### src/rtl/cordic_pkg.sv
// Shared constants, state encoding and saturation helper for the CORDIC front end.
// Holds the IEEE-754 single field layout used by the float-to-theta aligner.
package cordic_pkg;

    localparam int WIDTH_DEF = 24;

    localparam int SIGN_BIT  = 31;
    localparam int EXP_MSB   = 30;
    localparam int EXP_LSB   = 23;
    localparam int MANT_MSB  = 22;
    localparam int MANT_BITS = 23;

    localparam int EXP_BIAS = 127;
    // Any exponent at or above this means |x| >= 2, Inf or NaN.
    localparam int EXP_OVF = EXP_BIAS + 1;
    localparam logic [7:0] EXP_ALL_ONES = 8'hFF;

    typedef enum logic [1:0] {
        IDLE,
        ALIGN,
        SIGN
    } state_e;

    // Largest positive or most negative two's complement theta for a given fraction width.
    function automatic logic [63:0] satPattern(input logic negative, input int width);
        logic [63:0] span;
        span = 64'd1 << (width + 1);
        return negative ? (~span + 64'd1) : (span - 64'd1);
    endfunction

endpackage

### src/rtl/fp_unpack.sv
// Splits an IEEE-754 single into sign, hidden-bit mantissa and the alignment shift
// needed to place it on a theta grid with WIDTH fraction bits.
module fp_unpack
    import cordic_pkg::*;
#(
    parameter int WIDTH = WIDTH_DEF,
    parameter int SHW   = 5
)
(
    input  logic [31:0]      angle_i,
    output logic             sign_o,
    output logic [MANT_BITS:0] mant_o,
    output logic             shiftLeft_o,
    output logic [SHW-1:0]   shamt_o,
    output logic             zero_o,
    output logic             nan_o,
    output logic             overflow_o
);

    logic [7:0]           expField;
    logic [MANT_BITS-1:0] fracField;
    int                   expShift;
    int                   amount;

    assign sign_o    = angle_i[SIGN_BIT];
    assign expField  = angle_i[EXP_MSB:EXP_LSB];
    assign fracField = angle_i[MANT_MSB:0];
    assign mant_o    = {1'b1, fracField};

    // Positive expShift is a left shift; right shifts saturate at the full theta width.
    always_comb begin
        expShift = int'({24'd0, expField}) - EXP_BIAS - MANT_BITS + WIDTH;
        amount   = (expShift > 0) ? expShift : -expShift;
        if (amount > WIDTH + 2) begin
            amount = WIDTH + 2;
        end
        shiftLeft_o = (expShift > 0);
        shamt_o     = SHW'(amount);
        zero_o      = (expField == 8'd0);
        nan_o       = (expField == EXP_ALL_ONES) && (fracField != '0);
        overflow_o  = (int'({24'd0, expField}) >= EXP_OVF);
    end

endmodule

### src/rtl/float_to_fixed_angle.sv
// Multi-cycle float-to-theta converter: captures the angle on start, right-aligns it
// in SHIFT_STEP chunks, then applies the sign and pulses done.
module float_to_fixed_angle
    import cordic_pkg::*;
#(
    parameter int WIDTH      = WIDTH_DEF,
    parameter int SHIFT_STEP = 8
)
(
    input  logic             clk,
    input  logic             reset,
    input  logic             clk_en,
    input  logic             start,
    input  logic [31:0]      angle,
    output logic             busy,
    output logic             done,
    output logic [WIDTH+1:0] theta,
    output logic             overflow
);

    localparam int THETA_W = WIDTH + 2;
    localparam int MAGW    = (THETA_W > MANT_BITS + 1) ? THETA_W : MANT_BITS + 1;
    localparam int SHW     = $clog2(THETA_W + 1);

    localparam logic [SHW-1:0]     STEP    = SHW'(SHIFT_STEP);
    localparam logic [THETA_W-1:0] SAT_POS = THETA_W'(satPattern(1'b0, WIDTH));
    localparam logic [THETA_W-1:0] SAT_NEG = THETA_W'(satPattern(1'b1, WIDTH));
    localparam logic [MAGW-1:0]    SAT_MAG = MAGW'(satPattern(1'b0, WIDTH));

    logic               upSign;
    logic [MANT_BITS:0] upMant;
    logic               upShl;
    logic [SHW-1:0]     upShamt;
    logic               upZero;
    logic               upNan;
    logic               upOvf;

    state_e             state_q;
    logic [MAGW-1:0]    mag_q;
    logic [MAGW-1:0]    mag_d;
    logic [SHW-1:0]     remain_q;
    logic [SHW-1:0]     remain_d;
    logic               sign_q;
    logic               sat_q;
    logic               satNeg_q;
    logic               ovf_q;
    logic               busy_q;
    logic               done_q;
    logic [THETA_W-1:0] theta_q;
    logic [THETA_W-1:0] theta_d;
    logic               overflow_q;
    logic               alignLast;

    fp_unpack #(
        .WIDTH (WIDTH),
        .SHW   (SHW)
    ) u_unpack (
        .angle_i     (angle),
        .sign_o      (upSign),
        .mant_o      (upMant),
        .shiftLeft_o (upShl),
        .shamt_o     (upShamt),
        .zero_o      (upZero),
        .nan_o       (upNan),
        .overflow_o  (upOvf)
    );

    // Next magnitude/remaining shift for the capture in IDLE and each ALIGN step.
    always_comb begin
        mag_d     = mag_q;
        remain_d  = remain_q;
        alignLast = 1'b0;
        theta_d   = theta_q;
        case (state_q)
            IDLE: begin
                if (upZero) begin
                    mag_d    = '0;
                    remain_d = '0;
                end else if (upOvf) begin
                    mag_d    = SAT_MAG;
                    remain_d = '0;
                end else if (upShl) begin
                    mag_d    = MAGW'(upMant) << upShamt;
                    remain_d = '0;
                end else begin
                    mag_d    = MAGW'(upMant);
                    remain_d = upShamt;
                end
            end
            ALIGN: begin
                alignLast = (remain_q <= STEP);
                if (alignLast) begin
                    mag_d    = mag_q >> remain_q;
                    remain_d = '0;
                end else begin
                    mag_d    = mag_q >> SHIFT_STEP;
                    remain_d = remain_q - STEP;
                end
            end
            SIGN: begin
                if (sat_q) begin
                    theta_d = satNeg_q ? SAT_NEG : SAT_POS;
                end else begin
                    theta_d = THETA_W'(sign_q ? -mag_q : mag_q);
                end
            end
            default: begin
            end
        endcase
    end

    // Control FSM; nothing moves unless clk_en is high, reset wins over everything.
    always_ff @(posedge clk) begin
        if (reset) begin
            state_q    <= IDLE;
            mag_q      <= '0;
            remain_q   <= '0;
            sign_q     <= 1'b0;
            sat_q      <= 1'b0;
            satNeg_q   <= 1'b0;
            ovf_q      <= 1'b0;
            busy_q     <= 1'b0;
            done_q     <= 1'b0;
            theta_q    <= '0;
            overflow_q <= 1'b0;
        end else if (clk_en) begin
            done_q <= 1'b0;
            case (state_q)
                IDLE: begin
                    if (start) begin
                        sign_q   <= upSign;
                        sat_q    <= upOvf;
                        satNeg_q <= upSign & ~upNan;
                        ovf_q    <= upOvf;
                        mag_q    <= mag_d;
                        remain_q <= remain_d;
                        busy_q   <= 1'b1;
                        state_q  <= ALIGN;
                    end
                end
                ALIGN: begin
                    mag_q    <= mag_d;
                    remain_q <= remain_d;
                    if (alignLast) begin
                        state_q <= SIGN;
                    end
                end
                SIGN: begin
                    theta_q    <= theta_d;
                    overflow_q <= ovf_q;
                    done_q     <= 1'b1;
                    busy_q     <= 1'b0;
                    state_q    <= IDLE;
                end
                default: begin
                    state_q <= IDLE;
                end
            endcase
        end
    end

    assign busy     = busy_q;
    assign done     = done_q;
    assign theta    = theta_q;
    assign overflow = overflow_q;

endmodule
### config.mk
export PLATFORM = sky130hd
export DESIGN_NAME = float_to_fixed_angle
export DESIGN_NICKNAME = d
export VERILOG_FILES = /design/src/rtl/cordic_pkg.sv /design/src/rtl/fp_unpack.sv /design/src/rtl/float_to_fixed_angle.sv
export SDC_FILE = /design/constraint.sdc
export NUM_CORES = 1
export LEC_CHECK = 0
export CELL_PAD_IN_SITES_DETAIL_PLACEMENT = 1
export CELL_PAD_IN_SITES_GLOBAL_PLACEMENT = 2
export CORE_UTILIZATION = 31
export DETAILED_ROUTE_END_ITERATION = 12
export MAX_ROUTING_LAYER = met4
export PLACE_DENSITY = 0.85
export SETUP_SLACK_MARGIN = 0.2
export SYNTH_ARGS = -nofsm -noshare
export SYNTH_HDL_FRONTEND = slang
export SYNTH_SLANG_ARGS = --single-unit
export TNS_END_PERCENT = 1
### constraint.sdc
create_clock -name clk -period 9.1 [get_ports clk]
set_input_delay 2.73 -clock clk [delete_from_list [all_inputs] [get_ports clk]]
set_output_delay 2.73 -clock clk [all_outputs]
set_load 0.01 [all_outputs]
==> out/qor.yml, run 1 <==
finish:
  multi_input_comb_area_sq_um: 6370
  num-nets-final: 1270
  drive_above_1_share_pct: 12.5
  fin_cells: 1557
  seq_area_sq_um: 1300
  antenna-diode-count: 0
  area_delta_synth_final_pct: 18.7
  fillCellCount: 3176
synthesis:
  yosysUniqueCellTypes: 88
  ys_warn_count: 0
  synthFlopType: "dfxtp_1"
  synthTopCellsByArea: "dfxtp_1 16%, a21oi_1 7.7%, nand2_1 6.9%"
  synth_top_area_share_pct: 16.0
  synth_area_sq_um: 8160
  yosysSeqAreaShare_pct: 16.0
  synth_top_area_cell: "dfxtp_1"
  syn_area_per_cell_sq_um: 6.89
  synthArstFlopShare_pct: 0
  syn_nets: 1231
  synth_edf_count: 0
  synth.ff_latch_count: 65
  syn_inst: 1183
setup_path:
  crit_fanout: 7
  cpPeakStageDelay_ps: 490
  cp_num_buf_inv: 2
  cpMostUsedCell: "or3_1"
  endpoint_kind: "flip-flop"
  crit_arrival_ps: 8930
  critPathKind: "input pin to flip-flop"
  cpLargestDelayFamily: "simple AND/OR/NAND/NOR gates"
  slowest_stage: "clkdlybuf4s50_1"
  r2r_start: "mag_q[8]"
  path_cells: "clkdlybuf4s50_1, ha_2, nand3_1, or3_1, and2_1, or4_1, ha_1, and3_1, and3_1, nand3_1, or2_0, buf_4, nor2_1, nand4_1, a211o_1, a32o_1, or3_1, o21ai_4, nand4_1, or3_1, a21oi_1, o221a_2"
  cp-start-kind: "input pin"
  worstPathRequired_ps: 9380
  reg2reg_slack_ps: 5780
  startpoint: "angle[23]"
place:
  hpwl_mm: 27.8
  io_buffers: 64
  place_inst: 1539
  place.gp.congestion: 0.992
floorplanning:
  start_util_pct: 32.0
  core_area_sq_um: 25500
  die_h_um: 164
  num_rows: 58
  fp.dieW_um: 164
  ioPinCount: 65
  design.die.area_sq_um: 27000
clock_network:
  clk_latency_ps: 340
  clockRootBuffer: "clkbuf_16"
  cts.sinks: 65
  cts_buffer_depth: 2
  htreeDepth: 3
  cts_tree: "yes"
  path_clk_slew_ps: 60
  ctsHoldBuffers: 0
  cts_buffers: 9
power:
  p_leak_uw: 0.00330
  ir_drop_mv: 0.0911
  total_power_uw: 1110
  power.density_nw_per_um2: 114
routing:
  topRoutingLayerUsed: "met4"
  wl_met1_mm: 16.2
  vias: 9677
  dr_wl_met3_mm: 2.40
  ant_nets: 0
  drc: 0
  drtIter0Drc: 765
  vias_per_cell: 6.22
  wl_per_cell_um: 23.0
  firstDrtPassIters: 5
  wl_met2_mm: 16.4
  routed_wirelength_mm: 35.9
global_route:
  grt_pass1_vias: 9465
  overflow: 0
  antenna_found_initial: 0
  grt_pass1_wl_mm: 56.4
  grt_max_degree: 53
  grt_usage_pct: 27.8
sta:
  setup_tns_ps: 0
  hold_ws_ps: 453
  fin_skew_ps: 6.35
  setup_viol: 0
  hold_viol: 0
  relSlewSlack_pct: 24.9
  rsz0062_at_grt: "yes"
  drv_slew: 0
  timing.final.crit_share_pct: 95.0
  max_freq_mhz: 116
  period_needed_ps: 8650
  tightest_slew_ps: 1120
min_path:
  holdCritStartpoint: "overflow"
  hold_class: "flip-flop to flip-flop"
flow_run:
  cap_viol_max_count: 0
outcome:
  status: "finished clean"
worst paths after layout:
kind,end,depth (start not counted)
hold reg to reg,overflow,2
setup / recovery,mag_q[3],22
hold / removal,overflow,2
setup reg to reg,theta[25],10
metal layers:
metal,track usage [%],up-vias
met5,-,-
met4,8.08,0
met3,4.37,59
met2,43.6,374
met1,36.5,4715
li1,-,4529
sequential cells by signal, indices dropped and copies added (netlist names):
register / cells
busy: 1
satNeg_q: 1
state_q: 2
overflow: 1
ovf_q: 1
done: 1
theta: 26
remain_q: 5
sign_q: 1
mag_q: 26
report_power, final:
| group | leakage [uW] | internal, uW | switching (uW) |
|---|---|---|---|
| Sequential | 0.000530 | 297 | 32.1 |
| Combinational | 0.00260 | 136 | 228 |
| Clock | 0.000171 | 270 | 143 |
| Total | 0.00330 | 703 | 403 |
cells in the mapped netlist, drive strengths merged, types with 5 or more instances:
cell / number
nand2: 150
a21oi: 126
nor2: 98
o21ai: 79
clkbuf: 78
dfxtp: 65
mux2i: 53
o211ai: 40
nand3: 37
xnor2: 33
buf: 29
nor3: 28
a211oi: 21
a31oi: 21
inv: 19
nor4: 17
o31ai: 16
or4: 15
nand2b: 13
or3: 13
and3: 12
ha: 12
mux2: 12
nand4: 12
and2: 11
o221ai: 11
o22ai: 11
or2: 10
xor2: 9
nor2b: 8
o21a: 8
a21o: 7
o221a: 7
a2111oi: 6
a221oi: 6
a22oi: 6
a311oi: 6
mux4: 6
o41ai: 6
nand4b: 5
o32ai: 5
placed cells by master, fill, tap and decap left out, drive strengths merged, types with 37 or more instances in the layout:
cell / instances
a21oi: 126
buf: 72
clkdlybuf4s50: 63
dfxtp: 65
mux2i: 53
nand2: 150
nand3: 37
nor2: 98
o211ai: 40
o21ai: 79
worst register-to-register path: stages (launching register included):
cell and delay [ps]:
dfxtp_1 440, or4_1 620, nor4_1 450, nand2b_1 190
nand2b_1 190, or4_1 480, o31ai_1 300, xor2_1 240
o21ai_0 100, nand2_1 120, a21oi_1 60
cell families (layout without fill, tap and decap cells):
| group | Yosys count | count (layout) | share of synthesized area, % |
|---|---|---|---|
| compound gates | 427 | 427 | 35.4 |
| xor+xnor | 42 | 42 | 4.51 |
| fa+ha+maj | 12 | 12 | 1.84 |
| buf+inv | 128 | 172 | 6.54 |
| flops | 65 | 65 | 16.0 |
| mux | 71 | 71 | 9.82 |
| simple gates | 438 | 438 | 26.0 |
per-stage QoR:
step	instance area [sq um]	worst slack [ps]	util [%]
3_3_place_gp	9270	53.3	36.4
4_1_cts	9620	277	37.8
5_1_grt	9680	64.1	38.0
6_report	9680	453	38.0
2_1_floorplan	8160	311	-
3_5_place_dp	9270	-27.8	36.4
cell type report:
cell class / count / area share (%)
Multi-Input combinational cell: 990 / 65.8
Sequential cell: 65 / 13.4
Timing Repair Buffer: 135 / 12.1
Tap cell: 330 / 4.27
Clock buffer: 9 / 2.33
Clock inverter: 7 / 1.29
Inverter: 21 / 0.814
timing repair:
| action | in CTS | in global routing |
|---|---|---|
| endpoints found under the setup margin | 0 | 25 |
| gates resized for setup | 0 | 11 |
| setup buffers | 0 | 2 |
Power figures use the tool's default switching activity.
==> run 2, diff against run 1 <==
--- a/config.mk
+++ b/config.mk
@@ -7,6 +7,7 @@
 export LEC_CHECK = 0
 export CELL_PAD_IN_SITES_DETAIL_PLACEMENT = 1
 export CELL_PAD_IN_SITES_GLOBAL_PLACEMENT = 2
+export CORE_MARGIN = 4
 export CORE_UTILIZATION = 31
 export DETAILED_ROUTE_END_ITERATION = 12
 export MAX_ROUTING_LAYER = met4
==> run 2 against run 1 <==
  * Clock power is 18% lower
  * Via count is 0.70% higher
  * Sequential share of layout area hardly changed
  * Routed wire length is 0.91% higher
  * First-iteration DRC count is 7.3% higher
  * Power is 6.6% lower
  * Worst setup slack worse by 62 ps
  * Fmax is 0.71% lower
  * Register-to-register slack worse by 20 ps
  * Core utilization is 0.62 points lower
==> out/qor.yml, run 2 (same netlist as run 1, synthesis figures left out) <==
clock_network:
  path_clk_slew_ps: 70  # was 60 ps
  cts_buffer_depth: 2  # unchanged
  cts.sinks: 65  # unchanged
  clk_latency_ps: 350  # was 340 ps
  ctsHoldBuffers: 0  # unchanged
  clockRootBuffer: "clkbuf_16"  # unchanged
  cts_buffers: 9  # unchanged
  htreeDepth: 3  # unchanged
  cts_tree: "yes"  # unchanged
floorplanning:
  core_area_sq_um: 26000  # was 25500 sq um
  ioPinCount: 65  # unchanged
  num_rows: 59  # was 58
  die_h_um: 170  # was 164 um
  design.die.area_sq_um: 29000  # was 27000 sq um
  fp.dieW_um: 170  # was 164 um
  start_util_pct: 31.4  # was 32.0%
setup_path:
  critPathKind: "input pin to flip-flop"  # unchanged
  worstPathRequired_ps: 9390  # was 9380 ps
  crit_arrival_ps: 9000  # was 8930 ps
  crit_fanout: 9  # was 7
  endpoint_kind: "flip-flop"  # unchanged
  cp-start-kind: "input pin"  # unchanged
global_route:
  overflow: 0  # unchanged
  antenna_found_initial: 1  # was 0
  grt_pass1_vias: 9477  # was 9465
  grt_pass1_wl_mm: 55.9  # was 56.4 mm
  grt_max_degree: 53  # unchanged
  grt_usage_pct: 24.9  # was 27.8%
finish:
  fillCellCount: 3267  # was 3176
  antenna-diode-count: 0  # unchanged
  num-nets-final: 1280  # was 1270
  final_common_cell: "nand2_1"  # unchanged
  multi_input_comb_area_sq_um: 6390  # was 6370 sq um
  seq_area_sq_um: 1300  # unchanged
  final_cell_area_sq_um: 9710  # was 9680 sq um
  area_delta_synth_final_pct: 19.1  # was 18.7%
  final_cell_mix: "149 x nand2_1, 124 x a21oi_1, 97 x nor2_1"  # unchanged
  drive_above_1_share_pct: 13.3  # was 12.5%
flow_run:
  cap_viol_max_count: 0  # unchanged
sta:
  relSlewSlack_pct: 25.0  # was 24.9%
  rsz0062_at_grt: "yes"  # unchanged
  period_needed_ps: 8710  # was 8650 ps
  hold_viol: 0  # unchanged
  timing.final.crit_share_pct: 95.7  # was 95.0%
  hold_ws_ps: 455  # was 453 ps
  setup_tns_ps: 0  # unchanged
  drv_slew: 0  # unchanged
  tightest_slew_ps: 1100  # was 1120 ps
  setup_viol: 0  # unchanged
  fin_skew_ps: 10.7  # was 6.35 ps
  max_freq_mhz: 115  # was 116 MHz
min_path:
  hold_class: "flip-flop to flip-flop"  # unchanged
routing:
  vias: 9745  # was 9677
  drtIter0Drc: 821  # was 765
  drc: 0  # unchanged
  vias_per_cell: 6.20  # was 6.22
  routed_wirelength_mm: 36.2  # was 35.9 mm
  wl_per_cell_um: 23.0  # about the same
  firstDrtPassIters: 5  # unchanged
  ant_nets: 0  # unchanged
place:
  dpl_cell_area_sq_um: 9330  # was 9270 sq um
  hpwl_mm: 28.1  # was 27.8 mm
  place.gp.congestion: 0.957  # was 0.992
  io_buffers: 64  # unchanged
power:
  ir_drop_mv: 0.0863  # was 0.0911 mV
  p_leak_uw: 0.00332  # was 0.00330 uW
  power.density_nw_per_um2: 106  # was 114 nW/um^2
outcome:
  status: "finished clean"  # unchanged
run 2: repair_timing:
item	in CTS	in global routing
pin swaps	0	3
buffers inserted	0	5
setup endpoints to repair	2	26
resized for setup	1	13
run 2: report_power, final:
group	internal (uW)	leakage, uW	switching [uW]
logic	137	0.00266	228
clock network	189	0.000131	151
registers	297	0.000530	32.0
run 2: per-layer routing:
metal / global-route usage, % / vias to the layer above / share of wire [%]
li1: - / 4555 / -
met1: 34.4 / 4786 / 46
met2: 38.8 / 350 / 45
met3: 2.51 / 54 / 6.4
met4: 6.60 / 0 / 2.5
met5: - / - / 0
run 2: worst paths after layout:
kind | startpoint | endpoint | slack (ps) | depth (start not counted)
worst max-delay path | angle[23] | mag_q[3] | 390 | 22
worst min-delay path | theta[23] | theta[23] | 450 | 2
worst max register to register | mag_q[7] | theta[25] | 5760 | 10
worst min register to register | theta[23] | theta[23] | 450 | 2
run 2: metrics by stage:
stage	util, %	total power (uW)	std cells	setup slack (ps)
floorplan	-	554	1183	311
global placement	35.9	686	1551	98.4
detailed placement	35.9	690	1551	-134
CTS	37.0	1030	1567	196
global route	37.4	1080	1572	107
finish	37.4	1030	1572	391
run 2: final cells by class:
cell class	instances	area share, %
multi-input cells	990	65.7
clock buffers	9	2.32
well taps	335	4.31
inverters	21	0.811
repair buffers	145	12.8
flip-flops and latches	65	13.4
clock inverters	7	0.618
run 2: worst max-delay path, cell delays in order:
cell and delay (ps):
clkdlybuf4s50_1 490, ha_2 270, nand3_1 110, or3_1 360
and2_1 220, or4_1 500, ha_1 330, and3_1 210
and3_1 200, nand3_1 110, or2_0 360, nor4_4 400
a21oi_2 140, or3_1 390, a2111oi_2 400, o2111ai_1 170
buf_4 200, o21ai_4 290, nand4_1 220, or3_1 360
a21oi_1 270, o221a_2 250
